--- src/rtl/level_meter_pkg.sv ---
// Shared types and helpers for the level-meter display path.
//   state_e   : frame scheduler state (COLLECT while waiting for a full set of
//               fresh arrays, EMIT while streaming a frame out)
//   chan_bits : width of a channel index for n channels, never below 1
package level_meter_pkg;

  typedef enum logic {
    COLLECT = 1'b0,
    EMIT    = 1'b1
  } state_e;

  function automatic int chan_bits(input int n);
    return (n <= 1) ? 1 : $clog2(n);
  endfunction

endpackage

--- src/rtl/level_frame_buffer.sv ---
// Per-channel latest-wins input buffers plus the frame snapshot.
//   clk, reset  : clock, asynchronous active-high reset
//   wr_en       : per-channel write strobe (valid && ready)
//   wr_data     : packed input arrays, channel c at [c*indicator_width +: indicator_width]
//   snap        : take a snapshot this cycle
//   all_fresh   : every channel has written since the last snapshot
//   buf_data    : current buffer contents (pre-write this cycle)
//   frame_data  : snapshot frame, same packing as wr_data
//   overrun     : sticky per-channel "overwritten before snapshot" flags
module level_frame_buffer #(
  parameter int channel_count   = 2,
  parameter int indicator_width = 32
) (
  input  logic                                     clk,
  input  logic                                     reset,
  input  logic [channel_count-1:0]                 wr_en,
  input  logic [channel_count*indicator_width-1:0] wr_data,
  input  logic                                     snap,
  output logic                                     all_fresh,
  output logic [channel_count*indicator_width-1:0] buf_data,
  output logic [channel_count*indicator_width-1:0] frame_data,
  output logic [channel_count-1:0]                 overrun
);

  localparam int W = channel_count * indicator_width;

  logic [W-1:0]             buf_q, buf_d;
  logic [W-1:0]             frame_q, frame_d;
  logic [channel_count-1:0] fresh_q, fresh_d;
  logic [channel_count-1:0] overrun_q, overrun_d;

  always_comb begin
    buf_d   = buf_q;
    frame_d = frame_q;
    for (int c = 0; c < channel_count; c++) begin
      if (wr_en[c]) buf_d[c*indicator_width +: indicator_width] =
                      wr_data[c*indicator_width +: indicator_width];
    end
    // Snapshot copies pre-write contents; a same-cycle write counts toward
    // the next frame instead of being an overrun of this one.
    if (snap) frame_d = buf_q;
    fresh_d   = snap ? wr_en : (fresh_q | wr_en);
    overrun_d = overrun_q | (wr_en & fresh_q & {channel_count{~snap}});
  end

  always_ff @(posedge clk or posedge reset) begin
    if (reset) begin
      buf_q     <= '0;
      frame_q   <= '0;
      fresh_q   <= '0;
      overrun_q <= '0;
    end else begin
      buf_q     <= buf_d;
      frame_q   <= frame_d;
      fresh_q   <= fresh_d;
      overrun_q <= overrun_d;
    end
  end

  assign all_fresh  = &fresh_q;
  assign buf_data   = buf_q;
  assign frame_data = frame_q;
  assign overrun    = overrun_q;

endmodule

--- src/rtl/level_frame_scheduler.sv ---
// Collects indicator arrays from all audio channels and streams them to the
// display driver as ordered frames (channel 0..channel_count-1, last marker).
//   clk, reset : clock, asynchronous active-high reset
//   i_valid    : per-channel array valid (never back-pressured)
//   i_ready    : per-channel ready, all ones from the first edge after reset
//   i_array    : packed arrays, channel c at [c*indicator_width +: indicator_width]
//   o_valid/o_ready : frame beat handshake
//   o_channel  : channel of the current beat
//   o_last     : final beat of the frame
//   o_array    : array of the current beat
//   o_overrun  : sticky per-channel overrun flags
// All outputs come straight from flops.
module level_frame_scheduler
  import level_meter_pkg::*;
#(
  parameter  int channel_count   = 2,
  parameter  int indicator_width = 32,
  localparam int channel_bits    = chan_bits(channel_count)
) (
  input  logic                                     clk,
  input  logic                                     reset,
  input  logic [channel_count-1:0]                 i_valid,
  output logic [channel_count-1:0]                 i_ready,
  input  logic [channel_count*indicator_width-1:0] i_array,
  output logic                                     o_valid,
  input  logic                                     o_ready,
  output logic [channel_bits-1:0]                  o_channel,
  output logic                                     o_last,
  output logic [indicator_width-1:0]               o_array,
  output logic [channel_count-1:0]                 o_overrun
);

  localparam logic [channel_bits-1:0] LAST_IDX = channel_bits'(channel_count - 1);

  state_e                         state_q, state_d;
  logic [channel_bits-1:0]        idx_q, idx_d;
  logic [channel_count-1:0]       i_ready_q;
  logic                           o_valid_q, o_valid_d;
  logic                           o_last_q, o_last_d;
  logic [indicator_width-1:0]     o_array_q, o_array_d;

  logic                           all_fresh;
  logic [channel_count*indicator_width-1:0] buf_data, frame_data;
  logic                           hs, snap_ok;
  logic [channel_bits-1:0]        next_idx;

  assign hs      = o_valid_q && o_ready;
  assign snap_ok = all_fresh && (state_q == COLLECT || (hs && o_last_q));

  level_frame_buffer #(
    .channel_count  (channel_count),
    .indicator_width(indicator_width)
  ) u_buf (
    .clk       (clk),
    .reset     (reset),
    .wr_en     (i_valid & i_ready_q),
    .wr_data   (i_array),
    .snap      (snap_ok),
    .all_fresh (all_fresh),
    .buf_data  (buf_data),
    .frame_data(frame_data),
    .overrun   (o_overrun)
  );

  always_comb begin
    state_d   = state_q;
    idx_d     = idx_q;
    o_valid_d = o_valid_q;
    o_last_d  = o_last_q;
    o_array_d = o_array_q;
    next_idx  = idx_q + 1'b1;
    if (snap_ok) begin
      // Frame register loads at this same edge, so beat 0 is taken from the
      // buffer contents the snapshot is copying.
      state_d   = EMIT;
      idx_d     = '0;
      o_valid_d = 1'b1;
      o_last_d  = (LAST_IDX == '0);
      o_array_d = buf_data[indicator_width-1:0];
    end else if (hs) begin
      if (o_last_q) begin
        state_d   = COLLECT;
        idx_d     = '0;
        o_valid_d = 1'b0;
        o_last_d  = 1'b0;
      end else begin
        idx_d     = next_idx;
        o_last_d  = (next_idx == LAST_IDX);
        o_array_d = frame_data[int'(next_idx)*indicator_width +: indicator_width];
      end
    end
  end

  always_ff @(posedge clk or posedge reset) begin
    if (reset) begin
      state_q   <= COLLECT;
      idx_q     <= '0;
      i_ready_q <= '0;
      o_valid_q <= 1'b0;
      o_last_q  <= 1'b0;
      o_array_q <= '0;
    end else begin
      state_q   <= state_d;
      idx_q     <= idx_d;
      i_ready_q <= '1;
      o_valid_q <= o_valid_d;
      o_last_q  <= o_last_d;
      o_array_q <= o_array_d;
    end
  end

  assign i_ready   = i_ready_q;
  assign o_valid   = o_valid_q;
  assign o_channel = idx_q;
  assign o_last    = o_last_q;
  assign o_array   = o_array_q;

endmodule

--- config.mk ---
export PLATFORM = sky130hd
export DESIGN_NAME = level_frame_scheduler
export DESIGN_NICKNAME = d
export VERILOG_FILES = /design/src/rtl/level_meter_pkg.sv /design/src/rtl/level_frame_buffer.sv /design/src/rtl/level_frame_scheduler.sv
export SDC_FILE = /design/constraint.sdc
export NUM_CORES = 1
export LEC_CHECK = 0
export ABC_AREA = 1
export BUFFER_PORTS_ARGS = -buffer_cell sky130_fd_sc_hd__buf_2
export CAP_MARGIN = 20
export CORE_MARGIN = 2
export CORE_UTILIZATION = 60
export DETAILED_ROUTE_END_ITERATION = 7
export GPL_TIMING_DRIVEN = 0
export PLACE_DENSITY = 0.87
export SLEW_MARGIN = 20
export SYNTH_ARGS = -nofsm -noshare
export SYNTH_HDL_FRONTEND = slang
export SYNTH_SLANG_ARGS = --single-unit
export TNS_END_PERCENT = 10
--- constraint.sdc ---
create_clock -name clk -period 14.1 [get_ports clk]
set_clock_uncertainty 0.1 [all_clocks]
set_input_delay 0.705 -clock clk [delete_from_list [all_inputs] [get_ports clk]]
set_output_delay 0.705 -clock clk [all_outputs]
set_load 0.05 [all_outputs]
==> impl_metrics.toml, run 1 <==
[finish]
instances_no_fill = 1030
drive_above_1_share_pct = 27.8
nets = 943
antenna_cells = 0
area_delta_synth_final_pct = 20.4
fillCellCount = 807

[cts]
clk_pin_slew_ns = 0.06
root_buffer = "clkbuf_16"
cts_sinks = 167
cts_resized = 0
clock_latency_ns = 0.42
postCtsSetupRepairBufs = 0
cts_tree = "built"
h-tree-depth = 4
clockBufferDepth = 2
numCtsBuffers = 17
hold_buffers = 0

[drt]
wl_met2_mm = 8.12
drtIter0Drc = 669
detail-route-antenna-nets = 0
wirelength_mm = 16.5
via_per_inst = 5.50
wl_met3_mm = 1.24
wl_per_cell_um = 16.0
wl_met1_mm = 6.76
top_layer = "met4"
remaining_drc_errors = 0
firstDrtPassIters = 7
num_vias = 5670

[worst_setup_path]
worst_ep_arrival_time_ns = 1.20
crit_chain = "buf_2"
worstSetupEndpointType = "output pin"
reg2reg_from = "i_ready[0]$_DFF_PP0_"
r2r_cells = 3
crit_buf_inv = 1
cpPeakStageDelay_ns = 0.46
critPathSlowestCell = "dfrtp_1"
r2r_slack_ns = 12.36
startpoint = "o_valid$_DFFE_PP0P_"
timing.rr.end = "u_buf.buf_data[51]$_DFFE_PP0P_"
crit_cells = 1
worst-setup-path-type = "reg -> out"
critPathMaxFanout = 4
path_delay_family = "flip-flops"
worst_setup_path_start_kind = "flop"
crit_end = "o_valid"
required_ns = 13.30

[power_and_ir_drop]
power_frac_comb_pct = 39.5
power.leakage_nw = 4.66
power_frac_seq_pct = 35.0
p_clk_share_pct = 25.5
power.switching_w = 0.000861
internal_power_w = 0.00124
powerDensity_nw_per_um2 = 248
max-vdd-ir-drop_v = 0.000205
sw_frac_of_total_pct = 41.0

[global_routing]
grt_pass1_vias = 5498
grt_usage_pct = 27.2
grt_pass1_wl_mm = 26.8
overflow = 0
antenna_found_initial = 0
grt_max_degree = 109

[timing]
relSlewSlack_pct = 63.0
rsz0062_at_grt = "false"
slew_viol_final = 0
max_freq_ghz = 0.500
fin_setup_tns_ns = 0
worst_hold_slack_ns = 0.192
setup_ws_ns = 12.10
finalCriticalPeriod_ns = 2.00
finalSetupViolations = 0
finalHoldViolCount = 0
worst-slew-pin-transition_ns = 0.555
period_share_pct = 14.2

[floorplan]
io_pins = 108
core_area_um2 = 11400
dieHeight_um = 112
dieWidth_um = 112
die-area_um2 = 12600
initial_core_util_pct = 61.6
rows = 39

[yosys]
syn_area_per_cell_um2 = 9.41
ys.warnings.count = 0
syn_inst = 747
yosys.area.top_type = "dfrtp_1"
yosysSeqAreaShare_pct = 59.4
syn_nets = 816
yosysTopAreaCellShare_pct = 59.4
synthTopCellsByArea = "dfrtp_1 (59%), nand2_1 (21%), mux2_2 (10%)"
syn_area_um2 = 7030
synth-seq-cells = 167
ys_types = 19

[placement]
hpwl_mm = 10.8
pre_cts_slack_ns = 12.02
portBuffers = 107
dp_cells = 998
gp_congestion = 0.837

[worst_hold_path]
hold_class = "in -> async"

[run_status]
status = "finished, final reports clean"

[flow_run]
cap_violations = 0
==> stage by stage <==
step / cell area, um^2 / total power (W) / util (%)
6_report: 8470 / 0.00210 / 74.2
5_1_grt: 8470 / 0.00223 / 74.2
4_1_cts: 8470 / 0.00210 / 74.2
3_5_place_dp: 7780 / 0.00155 / 68.2
3_3_place_gp: 7750 / 0.00152 / 67.9
2_1_floorplan: 7030 / 0.00133 / -
==> area by class of cell <==
class / instances / area, um^2 / share of cell area, %
multi-input cells: 531 / 2580 / 30.5
well taps: 143 / 179 / 2.11
flip-flops and latches: 167 / 4180 / 49.3
clock buffers: 22 / 474 / 5.60
repair buffers: 108 / 563 / 6.65
plain buffers: 44 / 251 / 2.97
inverters: 5 / 26.3 / 0.310
clock inverters: 10 / 214 / 2.53
==> sequential cells by signal (all words and copies together), names as in the netlist <==
signal	count
u_buf.overrun	2
o_array	32
u_buf.fresh_q	2
u_buf.frame_data	64
o_last	1
o_valid	1
u_buf.buf_data	64
i_ready	1
==> per-layer routing <==
metal | global-route usage, % | up-vias
met2 | 44.7 | 280
met5 | 0 | -
met3 | 5.51 | 41
met1 | 36.5 | 2732
met4 | 10.0 | 0
li1 | - | 2617
==> power by group through the flow <==
stage	clock, W	combinational (W)	sequential [W]
2_1_floorplan	0	0.000483	0.000851
3_3_place_gp	0	0.000787	0.000735
3_5_place_dp	0	0.000812	0.000738
4_1_cts	0.000537	0.000826	0.000733
5_1_grt	0.000555	0.000921	0.000752
6_report	0.000536	0.000831	0.000736
==> kinds of logic after synthesis <==
group                  after synthesis  share of synthesized area (%)
muxes                               63                           10.1
and+or+nand+nor                    463                           26.2
other                                1                         0.0533
AOI/OAI and AO/OA                    4                          0.356
buffers and inverters               49                           3.84
DFF                                167                           59.4
==> cell usage after synthesis (all sizes together) <==
master and instances:
nand2 396, dfrtp 167, nand3 66, mux2 63
buf 40, inv 5, clkbuf 4, o21bai 2
a21oi 1, conb 1, nor2 1, o21ai 1
==> cells in the final DEF, fill, tap and decap left out, types with 2 or more instances in the layout <==
| cell | instances |
|---|---|
| buf_1 | 3 |
| nand2_4 | 2 |
| buf_2 | 131 |
| nand2_1 | 392 |
| nand2_2 | 2 |
| nand3_1 | 65 |
| buf_4 | 11 |
| buf_6 | 2 |
| mux2_2 | 63 |
| dfrtp_1 | 167 |
| o21bai_1 | 2 |
| clkbuf_1 | 6 |
| clkbuf_8 | 3 |
| inv_2 | 3 |
| clkbuf_16 | 17 |
| inv_6 | 2 |
| bufinv_16 | 6 |
==> worst min-delay path by stage <==
| stage | depth (start not counted) | startpoint | slack [ns] | end |
|---|---|---|---|---|
| 4_1_cts | 2 | reset | 0.21 | u_buf.buf_data[27]$_DFFE_PP0P_ |
| 3_5_place_dp | 2 | u_buf.buf_data[32]$_DFFE_PP0P_ | 0.36 | u_buf.frame_data[32]$_DFFE_PP0P_ |
| 3_3_place_gp | 2 | u_buf.buf_data[53]$_DFFE_PP0P_ | 0.35 | u_buf.frame_data[53]$_DFFE_PP0P_ |
| 5_1_grt | 2 | reset | 0.23 | u_buf.buf_data[27]$_DFFE_PP0P_ |
| 2_1_floorplan | 2 | u_buf.buf_data[32]$_DFFE_PP0P_ | 0.34 | u_buf.frame_data[32]$_DFFE_PP0P_ |
| 6_report | 2 | reset | 0.19 | u_buf.frame_data[27]$_DFFE_PP0P_ |
Note: power is estimated with default switching activity, not from simulation.
==> run 2: changes to the inputs <==
--- a/config.mk
+++ b/config.mk
@@ -9,10 +9,10 @@
 export BUFFER_PORTS_ARGS = -buffer_cell sky130_fd_sc_hd__buf_2
 export CAP_MARGIN = 20
 export CORE_MARGIN = 2
-export CORE_UTILIZATION = 60
+export CORE_UTILIZATION = 51
 export DETAILED_ROUTE_END_ITERATION = 7
 export GPL_TIMING_DRIVEN = 0
-export PLACE_DENSITY = 0.87
+export PLACE_DENSITY = 0.79
 export SLEW_MARGIN = 20
 export SYNTH_ARGS = -nofsm -noshare
 export SYNTH_HDL_FRONTEND = slang
==> constraint.sdc (replaced) <==
create_clock -name clk -period 1.7 [get_ports clk]
set_clock_uncertainty 0.1 [all_clocks]
set_input_delay 0.085 -clock clk [delete_from_list [all_inputs] [get_ports clk]]
set_output_delay 0.085 -clock clk [all_outputs]
set_load 0.05 [all_outputs]
==> run 2 against run 1 <==
Effect of this change:
- highest routed layer unchanged
- largest cell class unchanged
- critical path type is now reg -> reg
- worst hold slack got worse by 0.11 ns
- non-clock buffer count up 71
- core utilization fell by 5.0 points
- clock-buffer cell count is 4 lower
==> impl_metrics.toml, run 2 (synthesis results as in run 1) <==
[drt]
drtIter0Drc = 374
remaining_drc_errors = 0
wirelength_mm = 17.6
wl_per_cell_um = 15.5
detail-route-antenna-nets = 0
firstDrtPassIters = 5
via_per_inst = 5.08
num_vias = 5758

[global_routing]
grt_max_degree = 36
grt_pass1_wl_mm = 28.7
grt_pass1_vias = 5918
antenna_found_initial = 0
grt_usage_pct = 25.6
overflow = 0

[worst_hold_path]
hold_class = "in -> reg"

[worst_setup_path]
crit_cells = 3
r2r_cells = 3
reg2reg_from = "i_ready[0]$_DFF_PP0_"
crit_end = "u_buf.buf_data[29]$_DFFE_PP0P_"
worstSetupEndpointType = "flop"
worst_setup_path_start_kind = "flop"
timing.rr.end = "u_buf.buf_data[29]$_DFFE_PP0P_"
critPathSlowestCell = "dfrtp_1"
startpoint = "i_ready[0]$_DFF_PP0_"
worst-setup-path-type = "reg -> reg"
crit_chain = "nand2_1 > buf_2 > mux2_2"
r2r_slack_ns = 0.03
cpPeakStageDelay_ns = 0.42
crit_buf_inv = 1
path_delay_family = "flip-flops"
critPathMaxFanout = 10
required_ns = 1.92
worst_ep_arrival_time_ns = 1.89

[placement]
placed_cell_area_um2 = 7940
hpwl_mm = 11.4
portBuffers = 107
gp_congestion = 0.890

[floorplan]
io_pins = 108
core_area_um2 = 13300
rows = 42
die-area_um2 = 14700
initial_core_util_pct = 52.7
dieHeight_um = 121
dieWidth_um = 121

[finish]
nets = 1014
final_common_cell = "nand2_1"
area_delta_synth_final_pct = 31.4
final_cell_mix = "nand2_1 (391), dfrtp_1 (167), buf_2 (128)"
design_area_um2 = 9240
finish.utilization_pct = 69.2
drive_above_1_share_pct = 27.2
antenna_cells = 0

[cts]
cts_tree = "built"
numCtsBuffers = 17
clock_latency_ns = 0.44
cts_sinks = 167
h-tree-depth = 4
clockBufferDepth = 2
clk_pin_slew_ns = 0.07
root_buffer = "clkbuf_16"

[power_and_ir_drop]
power.leakage_nw = 4.98
powerDensity_nw_per_um2 = 1860
max-vdd-ir-drop_v = 0.00113

[flow_run]
cap_violations = 0

[timing]
finalSetupViolations = 0
period_share_pct = 98.2
slew_viol_final = 0
finalCriticalPeriod_ns = 1.67
max_freq_ghz = 0.599
fin_setup_tns_ns = 0
rsz0062_at_grt = "true"
finalHoldViolCount = 0

[run_status]
status = "finished, final reports clean"
==> run 2: cell count changes in the layout (fill, tap and decap cells not counted), sizes merged <==
cell,change
clkinvlp,+1
clkinv,+6
clkbuf,+2
dlygate4sd3,+66
buf,-1
bufinv,-3
==> run 2: how the worst min path moves through the flow <==
stage / from / endpoint / slack, ns / cells past startpoint
6_report: i_valid[1] / u_buf.buf_data[61]$_DFFE_PP0P_ / 0.08 / 3
5_1_grt: i_valid[1] / u_buf.buf_data[61]$_DFFE_PP0P_ / 0.08 / 3
4_1_cts: i_valid[1] / u_buf.buf_data[61]$_DFFE_PP0P_ / 0.06 / 3
3_5_place_dp: reset / u_buf.buf_data[31]$_DFFE_PP0P_ / 0.01 / 2
3_3_place_gp: i_array[10] / u_buf.buf_data[10]$_DFFE_PP0P_ / 0.22 / 2
2_1_floorplan: i_array[32] / u_buf.buf_data[32]$_DFFE_PP0P_ / 0.14 / 1
==> run 2: stage by stage <==
step                      power, W  worst slack [ns]  instances  hold WS (ns)
after detailed placement    0.0129           -0.0137       1036        0.0143
after CTS                   0.0171            0.0182       1134        0.0610
after global routing        0.0183           -0.0339       1134        0.0827
final                       0.0172            0.0303       1134        0.0811
after global placement      0.0126             -1.56       1030         0.217
after floorplan             0.0111            -0.612        747         0.136
==> run 2: tightest hold or removal path, cell delays in order <==
cell and delay [ns]:
buf_2 0.10, nand2_2 0.20, mux2_2 0.20
==> run 2: repair_timing <==
action                     CTS  global route
resized for setup            1            14
setup endpoints to repair   10            55
hold buffers                66             0
buffers inserted             0             0
gates cloned                 0             0
hold endpoints to repair   103             0
==> run 2: routing by layer <==
metal	up-vias	part of all wire [%]	global-route usage, %
li1	2770	-	-
met1	2754	43	32.8
met2	196	49	42.1
met3	38	5.4	5.59
met4	0	2.6	11.4
met5	-	0	0
==> run 2: report_power, final <==
group	switching (W)	internal (W)
Combinational	0.00483	0.00226
Sequential	0.000760	0.00532
Clock	0.00162	0.00236
==> run 2: cell type report <==
class | count | area (um^2)
Buffer | 44 | 267
Clock buffer | 18 | 439
Clock inverter | 14 | 174
Fill cell | 996 | 4110
Inverter | 5 | 22.5
Multi-Input combinational cell | 531 | 2600
Sequential cell | 167 | 4180
Tap cell | 176 | 220
Timing Repair Buffer | 179 | 1340
==> run 3: changes to the inputs <==
--- a/config.mk
+++ b/config.mk
@@ -8,8 +8,10 @@
 export ABC_AREA = 1
 export BUFFER_PORTS_ARGS = -buffer_cell sky130_fd_sc_hd__buf_2
 export CAP_MARGIN = 20
+export CELL_PAD_IN_SITES_DETAIL_PLACEMENT = 0
+export CELL_PAD_IN_SITES_GLOBAL_PLACEMENT = 2
 export CORE_MARGIN = 2
-export CORE_UTILIZATION = 51
+export CORE_UTILIZATION = 32
 export DETAILED_ROUTE_END_ITERATION = 7
 export GPL_TIMING_DRIVEN = 0
 export PLACE_DENSITY = 0.79
==> run 3 against run 2 <==
Effect of this change:
- worst setup slack improved by 0.10 ns
- non-clock buffer count is the same
- power fell by 1.3%
- worst hold slack got worse by 0.028 ns
- register-to-register slack gained 0.10 ns
- die area grew 57%
- clock-buffer cell count decreased by 1
- largest power group unchanged
==> impl_metrics.toml, run 3 (synthesis results as in run 1) <==
[cts]
root_buffer = "clkbuf_16"
h-tree-depth = 4
numCtsBuffers = 17
clk_pin_slew_ns = 0.07
clockBufferDepth = 2
clock_latency_ns = 0.42
postCtsSetupRepairBufs = 0
cts_tree = "built"
cts_sinks = 167

[drt]
firstDrtPassIters = 4
wl_per_cell_um = 15.0
drtIter0Drc = 270
remaining_drc_errors = 0
wirelength_mm = 18.6
num_vias = 5466
via_per_inst = 4.42
detail-route-antenna-nets = 0

[worst_setup_path]
critPathSlowestCell = "dfrtp_1"
cpPeakStageDelay_ns = 0.40
worst_ep_arrival_time_ns = 1.84
worst-setup-path-type = "reg -> reg"
worstSetupEndpointType = "flop"
cp_common_cell = "nand2_1"
required_ns = 1.97
critPathMaxFanout = 10
worst_setup_path_start_kind = "flop"
crit_chain = "buf_4 > nand2_2 > nand2_4 > nand2_4 > buf_2 > nand2_1 > nand2_1 > nand2_1 > nand2_1"

[finish]
antenna_cells = 0
instances_no_fill = 1238
area_delta_synth_final_pct = 32.6
fillCellCount = 2169
nets = 1014
design_area_um2 = 9330
final_cell_mix = "nand2_1 (390), dfrtp_1 (167), buf_2 (124)"
drive_above_1_share_pct = 27.5
final_common_cell = "nand2_1"

[timing]
finalHoldViolCount = 0
max_freq_ghz = 0.638
period_share_pct = 92.2
slew_viol_final = 0
finalSetupViolations = 0
rsz0062_at_grt = "false"
finalCriticalPeriod_ns = 1.57
setup_ws_ns = 0.133

[placement]
gp_congestion = 0.763
portBuffers = 107
dp_cells = 1140
placed_cell_area_um2 = 8050
pre_cts_slack_ns = -0.0578
hpwl_mm = 13.0

[floorplan]
initial_core_util_pct = 32.4
die-area_um2 = 23200
io_pins = 108
rows = 54
dieHeight_um = 152
dieWidth_um = 152
core_area_um2 = 21700

[run_status]
status = "finished, final reports clean"

[global_routing]
antenna_found_initial = 0
grt_max_degree = 33
grt_pass1_wl_mm = 30.1
grt_usage_pct = 16.6
grt_pass1_vias = 5478
overflow = 0

[power_and_ir_drop]
max-vdd-ir-drop_v = 0.000799
totalPowerFinal_w = 0.0169
powerDensity_nw_per_um2 = 1820
power.leakage_nw = 4.96

[flow_run]
cap_violations = 0

[worst_hold_path]
hold_class = "in -> reg"
==> run 3: cell types whose count changed in the layout (fill, tap and decap cells not counted), sizes merged <==
cell	change
clkinvlp	+1
buf	-1
inv	+3
bufinv	-2
clkinv	-1
==> run 3: through the flow <==
stage | hold slack (ns) | utilization (%) | setup TNS, ns
2_1_floorplan | 0.136 | - | -102.29
3_3_place_gp | 0.218 | 36.5 | -304.35
3_5_place_dp | 0.0341 | 37.1 | -1.23
4_1_cts | 0.114 | 42.9 | 0
5_1_grt | 0.0555 | 43.0 | 0
6_report | 0.0529 | 43.0 | 0
==> run 3: power by group <==
| part | switching [W] | internal (W) |
|---|---|---|
| clock network | 0.00174 | 0.00205 |
| logic | 0.00480 | 0.00228 |
| registers | 0.000746 | 0.00532 |
==> run 3: critical path, delay by kind of cell, from the launching register on <==
kind / cells / cell delay, ns
AND/OR/NAND/NOR: 7 / 0.58
flip-flops: 1 / 0.40
buffers and inverters: 2 / 0.43
==> run 3: final timing paths <==
path                                                      from                          endpoint  depth (start not counted)  slack, ns
worst max-delay path                        o_last$_DFFE_PP0P_            o_array[5]$_DFFE_PP0P_                          9       0.13
worst min register to register  u_buf.buf_data[45]$_DFFE_PP0P_  u_buf.frame_data[45]$_DFFE_PP0P_                          2       0.36
min in group asynchronous                                reset    u_buf.buf_data[26]$_DFFE_PP0P_                          4       0.13
worst min-delay path                                i_valid[0]    u_buf.buf_data[13]$_DFFE_PP0P_                          3       0.05
max in group asynchronous                                reset           o_array[12]$_DFFE_PP0P_                          7       0.52
worst max register to register              o_last$_DFFE_PP0P_            o_array[5]$_DFFE_PP0P_                          9       0.13
==> run 3: final cells by class <==
type | instances | area, um^2 | area share, %
multi-input cells | 531 | 2600 | 27.8
well taps | 280 | 350 | 3.76
clock buffers | 17 | 425 | 4.56
clock inverters | 15 | 146 | 1.57
flip-flops and latches | 167 | 4180 | 44.8
plain buffers | 44 | 284 | 3.04
inverters | 5 | 22.5 | 0.241
repair buffers | 179 | 1320 | 14.2
==> run 3: metal layers <==
metal  GRT usage, %  vias up  routed length, um
li1               -     2766                  -
met2           26.7       98               8700
met1           23.1     2594               9070
met3           3.41        8                710
met5              0        -                  0
met4           4.01        0                138
==> run 3: repair_timing <==
action / 4_1_cts / 5_1_grt
hold buffers: 66 / 0
resized for setup: 5 / 18
endpoints found under the setup margin: 42 / 47
endpoints found under the hold margin: 153 / 0
